[src/rtl/i2c_line_filter.sv]
// -----------------------------------------------------------------------------
// i2c_line_filter
//
// Digital glitch filter for slow open-drain lines such as I2C SCL/SDA.
// Each channel is synchronised, then sampled into a DEPTH-bit window at
// a rate set by a shared prescaler. The filtered level only changes once the
// whole window agrees on the new value. A window that goes non-uniform and
// then settles back on the current filtered level is counted as a glitch.
//
// Parameters
//   CH          number of independent channels (ch0=SCL, ch1=SDA)
//   DEPTH       filter window length in samples
//   SYNC_STAGES synchroniser flops per channel (0 = none)
//   PRESCALE    clocks per filter sample
//   GCNT_W      width of each saturating glitch counter
//   INIT        reset level of windows, synchronisers and filtered outputs
//
// Ports
//   clk         sole clock, rising edge
//   reset       synchronous active-high reset
//   sig         raw asynchronous line inputs
//   bypass      1 = filtering disabled, synchronised pass-through
//   glitch_clr  synchronous clear of all glitch counters
//   fsig        filtered line levels (registered)
//   ne / pe     one-clock pulses on fsig falling / rising transitions
//   glitch_cnt  per-channel glitch counts, channel n at [n*GCNT_W +: GCNT_W]
// -----------------------------------------------------------------------------
module i2c_line_filter #(
  parameter int   CH          = 2,
  parameter int   DEPTH       = 8,
  parameter int   SYNC_STAGES = 2,
  parameter int   PRESCALE    = 1,
  parameter int   GCNT_W      = 8,
  parameter logic INIT        = 1'b1
) (
  input  logic                 clk,
  input  logic                 reset,
  input  logic [CH-1:0]        sig,
  input  logic                 bypass,
  input  logic                 glitch_clr,
  output logic [CH-1:0]        fsig,
  output logic [CH-1:0]        ne,
  output logic [CH-1:0]        pe,
  output logic [CH*GCNT_W-1:0] glitch_cnt
);

  localparam int              PS_W     = (PRESCALE > 1) ? $clog2(PRESCALE) : 1;
  localparam logic [PS_W-1:0] PS_LAST  = PS_W'(PRESCALE - 1);
  localparam logic [GCNT_W-1:0] GCNT_MAX = '1;

  // ---------------------------------------------------------------------------
  // Input synchroniser
  // ---------------------------------------------------------------------------
  logic [CH-1:0] s;

  generate
    if (SYNC_STAGES == 0) begin : g_nosync
      assign s = sig;
    end else begin : g_sync
      logic [CH-1:0] sync_q [SYNC_STAGES];
      logic [CH-1:0] sync_d [SYNC_STAGES];

      always_comb begin
        sync_d[0] = sig;
        for (int i = 1; i < SYNC_STAGES; i++) begin
          sync_d[i] = sync_q[i-1];
        end
      end

      // NOTE: state is updated with non-blocking assignments so every flop
      // samples the pre-edge value of its neighbour, whatever the block order.
      always_ff @(posedge clk) begin
        if (reset) begin
          for (int i = 0; i < SYNC_STAGES; i++) begin
            sync_q[i] <= {CH{INIT}};
          end
        end else begin
          sync_q <= sync_d;
        end
      end

      assign s = sync_q[SYNC_STAGES-1];
    end
  endgenerate

  // ---------------------------------------------------------------------------
  // Shared sample prescaler
  // ---------------------------------------------------------------------------
  logic [PS_W-1:0] ps_q, ps_d;
  logic            sample_en;

  always_comb begin
    sample_en = (ps_q == PS_LAST);
    ps_d      = sample_en ? '0 : ps_q + 1'b1;
  end

  // ---------------------------------------------------------------------------
  // Per-channel window, filtered level, edge pulses and glitch counters
  // ---------------------------------------------------------------------------
  logic [DEPTH-1:0]  win_q  [CH];
  logic [DEPTH-1:0]  win_d  [CH];
  logic [GCNT_W-1:0] cnt_q  [CH];
  logic [GCNT_W-1:0] cnt_d  [CH];
  logic [CH-1:0]     fsig_q, fsig_d;
  logic [CH-1:0]     pe_q, pe_d;
  logic [CH-1:0]     ne_q, ne_d;
  logic [CH-1:0]     dist_q, dist_d;
  logic [CH-1:0]     all_one, all_zero;

  // NOTE: every variable written here gets a default first, so no path can
  // leave one unassigned and infer a latch.
  always_comb begin
    win_d    = win_q;
    cnt_d    = cnt_q;
    fsig_d   = fsig_q;
    pe_d     = '0;
    ne_d     = '0;
    dist_d   = '0;
    all_one  = '0;
    all_zero = '0;

    for (int n = 0; n < CH; n++) begin
      all_one[n]  = &win_q[n];
      all_zero[n] = ~|win_q[n];

      // Newest sample enters at the MSB; the window keeps shifting in bypass
      // so it is already meaningful when filtering is re-enabled.
      if (sample_en) begin
        win_d[n] = {s[n], win_q[n][DEPTH-1:1]};
      end

      if (bypass) begin
        fsig_d[n] = s[n];
      end else if (all_one[n]) begin
        fsig_d[n] = 1'b1;
      end else if (all_zero[n]) begin
        fsig_d[n] = 1'b0;
      end

      pe_d[n]   = fsig_d[n] & ~fsig_q[n];
      ne_d[n]   = ~fsig_d[n] & fsig_q[n];
      dist_d[n] = ~bypass & ~(all_one[n] | all_zero[n]);

      // A disturbance that settles back on the current level is a glitch;
      // settling on the opposite level is a real transition and not counted.
      if (glitch_clr) begin
        cnt_d[n] = '0;
      end else if (!bypass && dist_q[n] && (all_one[n] | all_zero[n]) &&
                   (all_one[n] == fsig_q[n]) && (cnt_q[n] != GCNT_MAX)) begin
        cnt_d[n] = cnt_q[n] + 1'b1;
      end
    end
  end

  // NOTE: the window array is a bank of flops rather than a RAM, so it is
  // reset like any other state; loading INIT keeps the first filtered output
  // equal to the idle level and avoids a spurious edge out of reset.
  always_ff @(posedge clk) begin
    if (reset) begin
      ps_q   <= '0;
      fsig_q <= {CH{INIT}};
      pe_q   <= '0;
      ne_q   <= '0;
      dist_q <= '0;
      for (int n = 0; n < CH; n++) begin
        win_q[n] <= {DEPTH{INIT}};
        cnt_q[n] <= '0;
      end
    end else begin
      ps_q   <= ps_d;
      fsig_q <= fsig_d;
      pe_q   <= pe_d;
      ne_q   <= ne_d;
      dist_q <= dist_d;
      win_q  <= win_d;
      cnt_q  <= cnt_d;
    end
  end

  assign fsig = fsig_q;
  assign pe   = pe_q;
  assign ne   = ne_q;

  generate
    for (genvar g = 0; g < CH; g++) begin : g_cnt_out
      assign glitch_cnt[g*GCNT_W +: GCNT_W] = cnt_q[g];
    end
  endgenerate

endmodule
[config.mk]
export PLATFORM = sky130hd
export DESIGN_NAME = i2c_line_filter
export DESIGN_NICKNAME = d
export VERILOG_FILES = /design/src/rtl/i2c_line_filter.sv
export SDC_FILE = /design/constraint.sdc
export NUM_CORES = 1
export LEC_CHECK = 0
export BUFFER_PORTS_ARGS = -buffer_cell sky130_fd_sc_hd__buf_2
export CAP_MARGIN = 20
export CORE_MARGIN = 2
export CORE_UTILIZATION = 60
export DETAILED_ROUTE_END_ITERATION = 16
export GPL_ROUTABILITY_DRIVEN = 0
export PLACE_DENSITY_LB_ADDON = 0.3
export SKIP_CTS_REPAIR_TIMING = 1
export SLEW_MARGIN = 5
export SYNTH_ARGS = -nofsm -noshare
export SYNTH_HDL_FRONTEND = slang
export SYNTH_SLANG_ARGS = --single-unit
[constraint.sdc]
create_clock -name clk -period 5.46 [get_ports clk]
set_input_delay 0.546 -clock clk [delete_from_list [all_inputs] [get_ports clk]]
set_output_delay 0.546 -clock clk [all_outputs]
set_load 0.01 [all_outputs]
---- Yosys cells after proc, flatten, opt, wreduce, memory -nomap -nowiden ----
Index checks and enable logic that the tools add are counted.
storage, ports and cells
  flip-flop bits (word level) ............. 45
  output and inout bits ................... 22
  word-level logic and storage cells ...... 57
cells by class
  add/subtract/negate cells ............... 3
  equal/unequal tests ..................... 4
  mux-type cells .......................... 6
  bitwise gates (word level) .............. 16
  reductions and logical operators ........ 17
operators with widths
  kind                   number
  $add A8 B1 Y8 const B  2
  $ne A8 B8 Y1 const B   2
  $reduce_and A8 Y1      2
  $reduce_or A8 Y1       2
  $logic_and A1 B1 Y1    8
  $not A1 Y1             8
  $and A1 B1 Y1          6
  $mux W1                6
  $reduce_or A2 Y1       2
  $logic_not A1 Y1       3
  $eq A1 B1 Y1           2
  $or A1 B1 Y1           2
  $add A1 B1 Y1 const B  1

---- Depth between registers and ports, before layout ----
Gate-level depths: netlist of the first run.
  word-level depth ........................ 6
  gate-level depth with buffers ........... 6
  gate-level depth less buffers ........... 6

---- Least setup slack after synthesis of the first run ----
No wires, ideal clock.
  kind .................................... input -> register
  from .................................... input bypass
  to ...................................... register cnt_q (netlist bit glitch_cnt[3])
  setup time .............................. 0.070 ns
  arrival time ............................ 1.796 ns
  required time ........................... 5.390 ns
  setup slack ............................. 3.593 ns
  stages .................................. 5
  cell sequence ........................... clkbuf_1 nor3b_1 a22oi_1 or4_1 a21oi_1
on the way
  cells in the longest elaborated chain, start to end .. 5
RTL lines
  element                            RTL line  source
  from (decl)                        39        input logic bypass,
  $logic_not A1 Y1                   148       end else if (!bypass && dist_q[n] && (all_one[n] | all_zero[n]) &&
  $logic_and A1 B1 Y1 (3 in series)  148
  $logic_and A1 B1 Y1                149       (all_one[n] == fsig_q[n]) && (cnt_q[n] != GCNT_MAX)) begin
  to (signal assigned)               176       cnt_q <= cnt_d;
  to (decl)                          102       logic [GCNT_W-1:0] cnt_q [CH];
Every way passes these cells.
A chain may end at the register's enable or synchronous reset.

---- Worst setup path after layout of the first run ----
  from .................................... register win_q[15] in the netlist's numbering
  to ...................................... register cnt_q (netlist bit glitch_cnt[3])
on the way
  cells in the longest elaborated chain, start to end .. 6
  elaborated cells on any way between the ends .. 8
RTL lines
  element                            RTL line  source
  from (decl)                        100       logic [DEPTH-1:0] win_q [CH];
  from (signal, indexed assignment)  166       win_q[n] <= {DEPTH{INIT}};
  from (signal assigned)             175       win_q <= win_d;
  $reduce_or A8 Y1                   124       all_zero[n] = ~|win_q[n];
  $logic_not A1 Y1                   124
  $or A1 B1 Y1                       148
  $logic_and A1 B1 Y1                148
  $logic_and A1 B1 Y1 *              148
  $logic_and A1 B1 Y1 *              149
Every way passes the cells marked *; elsewhere a longest branch is shown, timed or not.

==> out/qor.txt, run 1 <==
====================================================================================
H-tree depth ..........................................................            2
Sw Pwr ................................................................     0.132 mW
Total grt overflow ....................................................            0
Starting density of the core ..........................................        0.626
Avg Vias per Cell .....................................................         5.85
Placement Setup Slack .................................................      3460 ps
Critical path fanouts, max ............................................            9
Floorplan Core Area ................................................... 0.00305 mm^2
Antenna Nets Post-Route ...............................................            0
Flop pwr share ........................................................        0.648
Comb power frac .......................................................        0.077
Maximum buffer depth of the clock tree ................................            2
Run status ............................................................ complete, no violations
Setup repair after global routing missed its margin ...................        false
First-pass GRT wire length ............................................      5.77 mm
Proportion of power drawn by the clock network ........................        0.275
Horizontal extent of the die ..........................................      60.5 um
Largest net degree at the start of global routing .....................           33
Number of warnings printed during yosys synthesis .....................            0
Cell types with the highest counts after synthesis .................... sky130_fd_sc_hd__dfxtp_1 (45), sky130_fd_sc_hd__a211o_1 (16), sky130_fd_sc_hd__nor2b_1 (16)
Final routed DRC violation total ......................................            0
Cell family contributing the most delay on the critical path .......... simple AND/OR/NAND/NOR gates
Critical path class ...................................................   reg -> reg
Post-Synthesis Cells ..................................................          208
Net switching share of the total power ................................        0.244
Clock tree from TritonCTS .............................................         done
Yosys top cell area share .............................................        0.471
Post-route clock skew .................................................      14.0 ps
Slowest stage cell on the critical path ............................... sky130_fd_sc_hd__or4_1
Slew at the pin closest to its max-slew limit .........................       969 ps
Via count .............................................................        1,631
Share of post-route cells with drive strength above 1 .................        0.174
Most used flip-flop cell after synthesis .............................. sky130_fd_sc_hd__dfxtp_1
First-pass iteration count of the detailed router .....................            4
Rows ..................................................................           20
Routed len/inst .......................................................      12.6 um
Number of DRC markers after the initial detailed-route iteration ......          118
Number of top-level pins ..............................................           28
TritonCTS Buffers .....................................................            5
Total Die Area ........................................................ 0.00365 mm^2
Syn avg cell area .....................................................    9.19 um^2
Arr. time, crit path ..................................................      2250 ps
P_leak ................................................................     0.804 nW
Number of clock sinks seen by CTS .....................................           45
Async SR Flop Fraction ................................................            0
Antenna violations before repair ......................................            0
Shortest period the worst path allows .................................      1950 ps
Setup tns final .......................................................         0 ps
Final worst-path cycle share ..........................................        0.357
Area of the mapped netlist ............................................ 0.00191 mm^2
Vias in the first global route ........................................        1,374
Count of buffering cells on the critical path with inverters included .            0
Net count reported at finish ..........................................          242
Most area-hungry cell type in the Yosys netlist ....................... sky130_fd_sc_hd__dfxtp_1
Number of library cell types mapped by synthesis ......................           41
Post-DP HPWL ..........................................................      2.36 mm
Sequential element share of the synthesized area ......................        0.471
Final setup slack of the worst path ...................................      3510 ps
Number of setup violations in the final report ........................            0
Data required time at the worst endpoint ..............................      5760 ps
I/O Buffers ...........................................................           27
Relative max-transition margin ........................................        0.353
Count of max-cap constraint violations ................................            0
Area Growth Syn to Fin ................................................        10.9%
Latest clock arrival within the worst-skew pair .......................       350 ps
Sort of element at the end of the critical path .......................         flop
Die Height ............................................................      60.5 um
Final hold vios .......................................................            0
Slowest Stage Delay on Critical Path ..................................       550 ps
Cell-by-cell trace of the critical path ............................... nor4_1 -> and2_1 -> a22oi_1 -> or4_1 -> a21oi_1
Flops & latches, synth ................................................           45
Total length of routed wires ..........................................      3.52 mm
Most common cell in the synthesized netlist ........................... sky130_fd_sc_hd__dfxtp_1
Internal portion of total power .......................................     0.410 mW
Path class of the lowest-slack min-delay path .........................    in -> reg
Fmax achieved .........................................................      513 MHz
Total power per unit cell area ........................................  256 mW/mm^2
Total count of max-transition violations in the final report ..........            0
Peak VDD IR ...........................................................   0.000206 V
Clock slew seen by the registers of the worst setup and hold paths ....       130 ps
Top cells by area, synth .............................................. sky130_fd_sc_hd__dfxtp_1 (47%), sky130_fd_sc_hd__a211o_1 (7.3%), sky130_fd_sc_hd__nor2b_1 (5.2%)
Nature of the critical path startpoint ................................         flop
Clock root buffer ..................................................... sky130_fd_sc_hd__clkbuf_4
Diode insertion count for antenna repair ..............................            0
Number of nets in the synthesized netlist .............................          216
Total routing resource utilization after global routing ...............        0.208
Number of enable flip-flop cells after synthesis ......................            0
====================================================================================
[final cells by class]
class                           instances  area, um^2
Clock buffer                            8        48.8
Fill cell                             251         932
Inverter                                5        18.8
Multi-Input combinational cell        150         962
Sequential cell                        45         901
Tap cell                               44        55.1
Timing Repair Buffer                   27         135
[flip-flops by register name, indices dropped and copies added, names as in the netlist, 2 cells and up]
name,count
dist_q,2
g_sync.sync_d,2
pe,2
fsig,2
win_q,16
glitch_cnt,16
s,2
ne,2
[worst paths after layout]
check	cells past startpoint	startpoint	slack [ps]	to
max	5	win_q[15]	3510	glitch_cnt[3]
min	2	sig[1]	380	g_sync.sync_d[1]
min reg2reg	1	g_sync.sync_d[1]	420	s[1]
max reg2reg	5	win_q[15]	3510	glitch_cnt[3]
[through the flow]
stage / hold WS, ps / total power, mW / instances / cell area, um^2 / utilization
final: 379 / 0.542 / 279 / 2120 / 0.695
after global routing: 351 / 0.568 / 279 / 2120 / 0.695
after CTS: 371 / 0.546 / 279 / 2120 / 0.695
after detailed placement: 399 / 0.400 / 271 / 2070 / 0.679
after global placement: 391 / 0.399 / 271 / 2070 / 0.679
after floorplan: 389 / 0.390 / 208 / 1910 / -
[cells by family after synthesis]
group / after synthesis / synth area share
and+or+nand+nor: 89 / 0.266
AOI/OAI and AO/OA: 56 / 0.213
DFF: 45 / 0.471
buffers and inverters: 13 / 0.0255
adders and majority gates: 2 / 0.0131
other: 1 / 0.00196
xor gates and xnor gates: 1 / 0.00458
muxes: 1 / 0.00524
[layer usage]
layer  wire length (um)  global-route usage  up-vias
li1                   -                   -      829
met1               1790               0.269      771
met2               1540               0.337       24
met3                133              0.0512        7
met4                 53              0.0839        0
met5                  0                   0        -
[worst register-to-register path: stages (launching register included)]
cell and delay, ps:
sky130_fd_sc_hd__dfxtp_1 360, sky130_fd_sc_hd__nor4_1 390, sky130_fd_sc_hd__and2_1 250, sky130_fd_sc_hd__a22oi_1 200
sky130_fd_sc_hd__or4_1 550, sky130_fd_sc_hd__a21oi_1 140
[cells in the final DEF, fill, tap and decap left out, types with 2 or more instances in the layout]
master | Yosys | layout
sky130_fd_sc_hd__nor3b_1 | 2 | 2
sky130_fd_sc_hd__nor2b_1 | 16 | 16
sky130_fd_sc_hd__nor4_1 | 5 | 5
sky130_fd_sc_hd__o31ai_1 | 2 | 2
sky130_fd_sc_hd__dfxtp_1 | 45 | 45
sky130_fd_sc_hd__a211o_1 | 16 | 16
sky130_fd_sc_hd__nor3_1 | 9 | 9
sky130_fd_sc_hd__nand3_1 | 9 | 9
sky130_fd_sc_hd__or3_1 | 7 | 7
sky130_fd_sc_hd__clkbuf_1 | 7 | 3
sky130_fd_sc_hd__clkbuf_4 | 0 | 5
sky130_fd_sc_hd__o41ai_1 | 2 | 2
sky130_fd_sc_hd__o21bai_1 | 2 | 2
sky130_fd_sc_hd__o21a_1 | 2 | 2
sky130_fd_sc_hd__nor3_4 | 2 | 2
sky130_fd_sc_hd__a211oi_1 | 3 | 3
sky130_fd_sc_hd__buf_2 | 0 | 27
sky130_fd_sc_hd__o21ai_0 | 6 | 6
sky130_fd_sc_hd__or4_1 | 3 | 3
sky130_fd_sc_hd__ha_1 | 2 | 2
sky130_fd_sc_hd__inv_1 | 5 | 5
sky130_fd_sc_hd__nand4_1 | 5 | 5
sky130_fd_sc_hd__a21oi_1 | 13 | 13
sky130_fd_sc_hd__nand2_1 | 8 | 8
sky130_fd_sc_hd__or2_2 | 5 | 5
sky130_fd_sc_hd__nor2_1 | 15 | 15
[power groups by stage]
stage	Clock, mW	Sequential, mW	Combinational (mW)
final	0.149	0.351	0.0415
after global routing	0.168	0.354	0.0465
after CTS	0.153	0.351	0.0418
after detailed placement	0	0.358	0.0413
after global placement	0	0.358	0.0407
after floorplan	0	0.354	0.0359
No activity file was read; power rests on OpenSTA's default activity.
==> run 2, diff against run 1 <==
CORE_UTILIZATION = 55   (was 60)
clock period = 2 ns   (was 5.46 ns; I/O delays follow)
==> run 2 against run 1 <==
Compared with the run above:
- total power rose to 2.7 times the previous value
- clock power rose to 2.7 times the previous value
- design area up 2.2%
- largest cell class unchanged
- count of clock-buffer cells in the layout down 2
- highest routed layer unchanged
==> out/qor.txt, run 2 (synthesized netlist as in run 1, its figures left out) <==
====================================================================================
End-of-flow core utilization ..........................................        0.649   -0.0453
Final setup slack of the worst path ...................................      85.2 ps   -3420 ps
Count of buffering cells on the critical path with inverters included .            0   unchanged
Starting density of the core ..........................................        0.573   -0.0533
Rows ..................................................................           21   +5.0%
Path depth of the worst reg2reg path ..................................            5   unchanged
First-pass iteration count of the detailed router .....................            7   +3
P_leak ................................................................     0.836 nW   +3.9%
Total Die Area ........................................................ 0.00396 mm^2   +8.5%
Cell-by-cell trace of the critical path ............................... nor4_1 -> and2_1 -> a22oi_1 -> or4_1 -> a21oi_1
Path class of the lowest-slack min-delay path .........................    in -> reg
H-tree depth ..........................................................            2   unchanged
Clock tree from TritonCTS .............................................         done
Worst hold path startpoint ............................................       sig[1]
Relative max-transition margin ........................................        0.657   +0.304
Total power per unit cell area ........................................  686 mW/mm^2   +170%
Highest-count cells in the layout ignoring fill and taps .............. sky130_fd_sc_hd__dfxtp_1 (45), sky130_fd_sc_hd__buf_2 (27), sky130_fd_sc_hd__nor2b_1 (16), sky130_fd_sc_hd__a211o_1 (16), sky130_fd_sc_hd__nor2_1 (15)
Routed len/inst .......................................................      12.0 um   -4.8%
Vias in the first global route ........................................        1,434   +4.4%
Cells on Worst Hold Path ..............................................            2   unchanged
Number of top-level pins ..............................................           28   unchanged
Share of post-route cells with drive strength above 1 .................        0.204   +0.0297
Most common cell after layout, fill and taps aside .................... sky130_fd_sc_hd__dfxtp_1
Largest net degree at the start of global routing .....................           33   unchanged
Number of setup violations in the final report ........................            0   unchanged
Floorplan Core Area ................................................... 0.00334 mm^2   +9.3%
Reg2Reg Launch Point ..................................................    win_q[11]
Die Height ............................................................      63.0 um   +4.2%
Total count of max-transition violations in the final report ..........            0   unchanged
Placement Setup Slack .................................................       136 ps   -3330 ps
Destination of the worst hold path .................................... g_sync.sync_d[1]
Setup repair after global routing missed its margin ...................        false
Antenna violations before repair ......................................            0   unchanged
CP Depth ..............................................................            5   unchanged
Area of combinational cells with multiple inputs ......................     966 um^2   +0.39%
Number of clock sinks seen by CTS .....................................           45   unchanged
First-pass GRT wire length ............................................      5.89 mm   +2.1%
Nature of the critical path startpoint ................................         flop
Finished layout cell area ............................................. 0.00217 mm^2   +2.2%
Launching instance or port of the critical path .......................    win_q[11]
Slowest stage cell on the critical path ............................... sky130_fd_sc_hd__or4_1
R2r setup slk .........................................................        90 ps   -3420 ps
Latest clock arrival within the worst-skew pair .......................       350 ps   about the same
Fillcell total ........................................................          295   +18%
Horizontal extent of the die ..........................................      63.0 um   +4.2%
Run status ............................................................ complete, no violations
Count of max-cap constraint violations ................................            0   unchanged
TritonCTS Buffers .....................................................            5   unchanged
End of the worst register-to-register path ............................ glitch_cnt[3]
Setup tns final .......................................................         0 ps   unchanged
Final hold vios .......................................................            0   unchanged
Number of DRC markers after the initial detailed-route iteration ......           97   -18%
Slowest Stage Delay on Critical Path ..................................       540 ps   about the same
Peak VDD IR ...........................................................   0.000421 V   +100%
Sort of element at the end of the critical path .......................         flop
Area Growth Syn to Fin ................................................        13.4%
Clock slew seen by the registers of the worst setup and hold paths ....       120 ps   about the same
Reg area ..............................................................     901 um^2   unchanged
Antenna Nets Post-Route ...............................................            0   unchanged
Net count reported at finish ..........................................          247   +2.1%
Data required time at the worst endpoint ..............................      2300 ps   -3460 ps
Via count .............................................................        1,631   unchanged
Post-route clock skew .................................................      7.57 ps   -6.40 ps
Total length of routed wires ..........................................      3.44 mm   -2.4%
Final routed DRC violation total ......................................            0   unchanged
Clock root buffer ..................................................... sky130_fd_sc_hd__clkbuf_4
Final worst-path cycle share ..........................................        0.957   +0.600
Avg Vias per Cell .....................................................         5.70   -2.4%
Critical path class ...................................................   reg -> reg
Post-DP HPWL ..........................................................      2.43 mm   +2.7%
Critical path fanouts, max ............................................            7   -2
Post-Place Cell Area .................................................. 0.00211 mm^2   +1.9%
Slew at the pin closest to its max-slew limit .........................       515 ps   -454 ps
Maximum buffer depth of the clock tree ................................            2   unchanged
Fmax achieved .........................................................      522 MHz   +1.9%
I/O Buffers ...........................................................           27   unchanged
Total grt overflow ....................................................            0   unchanged
Sum of internal, switching and leakage power ..........................      1.49 mW   +170%
Total routing resource utilization after global routing ...............        0.183   -0.0253
Diode insertion count for antenna repair ..............................            0   unchanged
Cell family contributing the most delay on the critical path .......... simple AND/OR/NAND/NOR gates
Arr. time, crit path ..................................................      2210 ps   -40 ps
Shortest period the worst path allows .................................      1910 ps   -36.1 ps
====================================================================================
run 2: cell type report:
class | instances | share of cell area
repair buffers | 32 | 0.0797
flip-flops and latches | 45 | 0.416
multi-input cells | 150 | 0.446
well taps | 46 | 0.0266
inverters | 5 | 0.00866
clock buffers | 6 | 0.0191
clock inverters | 2 | 0.00462
run 2: where the power goes:
group	switching [mW]	internal, mW
logic	0.0678	0.0576
clock network	0.274	0.134
registers	0.0271	0.927
run 2: worst max-delay path by stage:
stage                     end  slack, ps
3_5_place_dp    glitch_cnt[3]        140
2_1_floorplan  glitch_cnt[15]        230
5_1_grt         glitch_cnt[3]          7
6_report        glitch_cnt[3]         90
3_3_place_gp   glitch_cnt[15]        180
4_1_cts         glitch_cnt[3]        100
run 2: worst register-to-register path: cells and delay by family (launching register included):
family             cells  cell delay, ps
AOI/OAI and AO/OA      2             320
DFF                    1             350
and+or+nand+nor        3            1190
run 2: per-layer routing:
metal,GRT usage,part of all wire
met1,0.212,0.47
met2,0.314,0.46
met3,0.0577,0.057
met4,0.0667,0.012
met5,0,0
run 2: stage by stage:
step                      hold WS (ps)  instances
final                             20.1        286
after global routing              19.6        286
after CTS                         8.11        286
after detailed placement           385        278
after global placement             382        278
after floorplan                    304        208
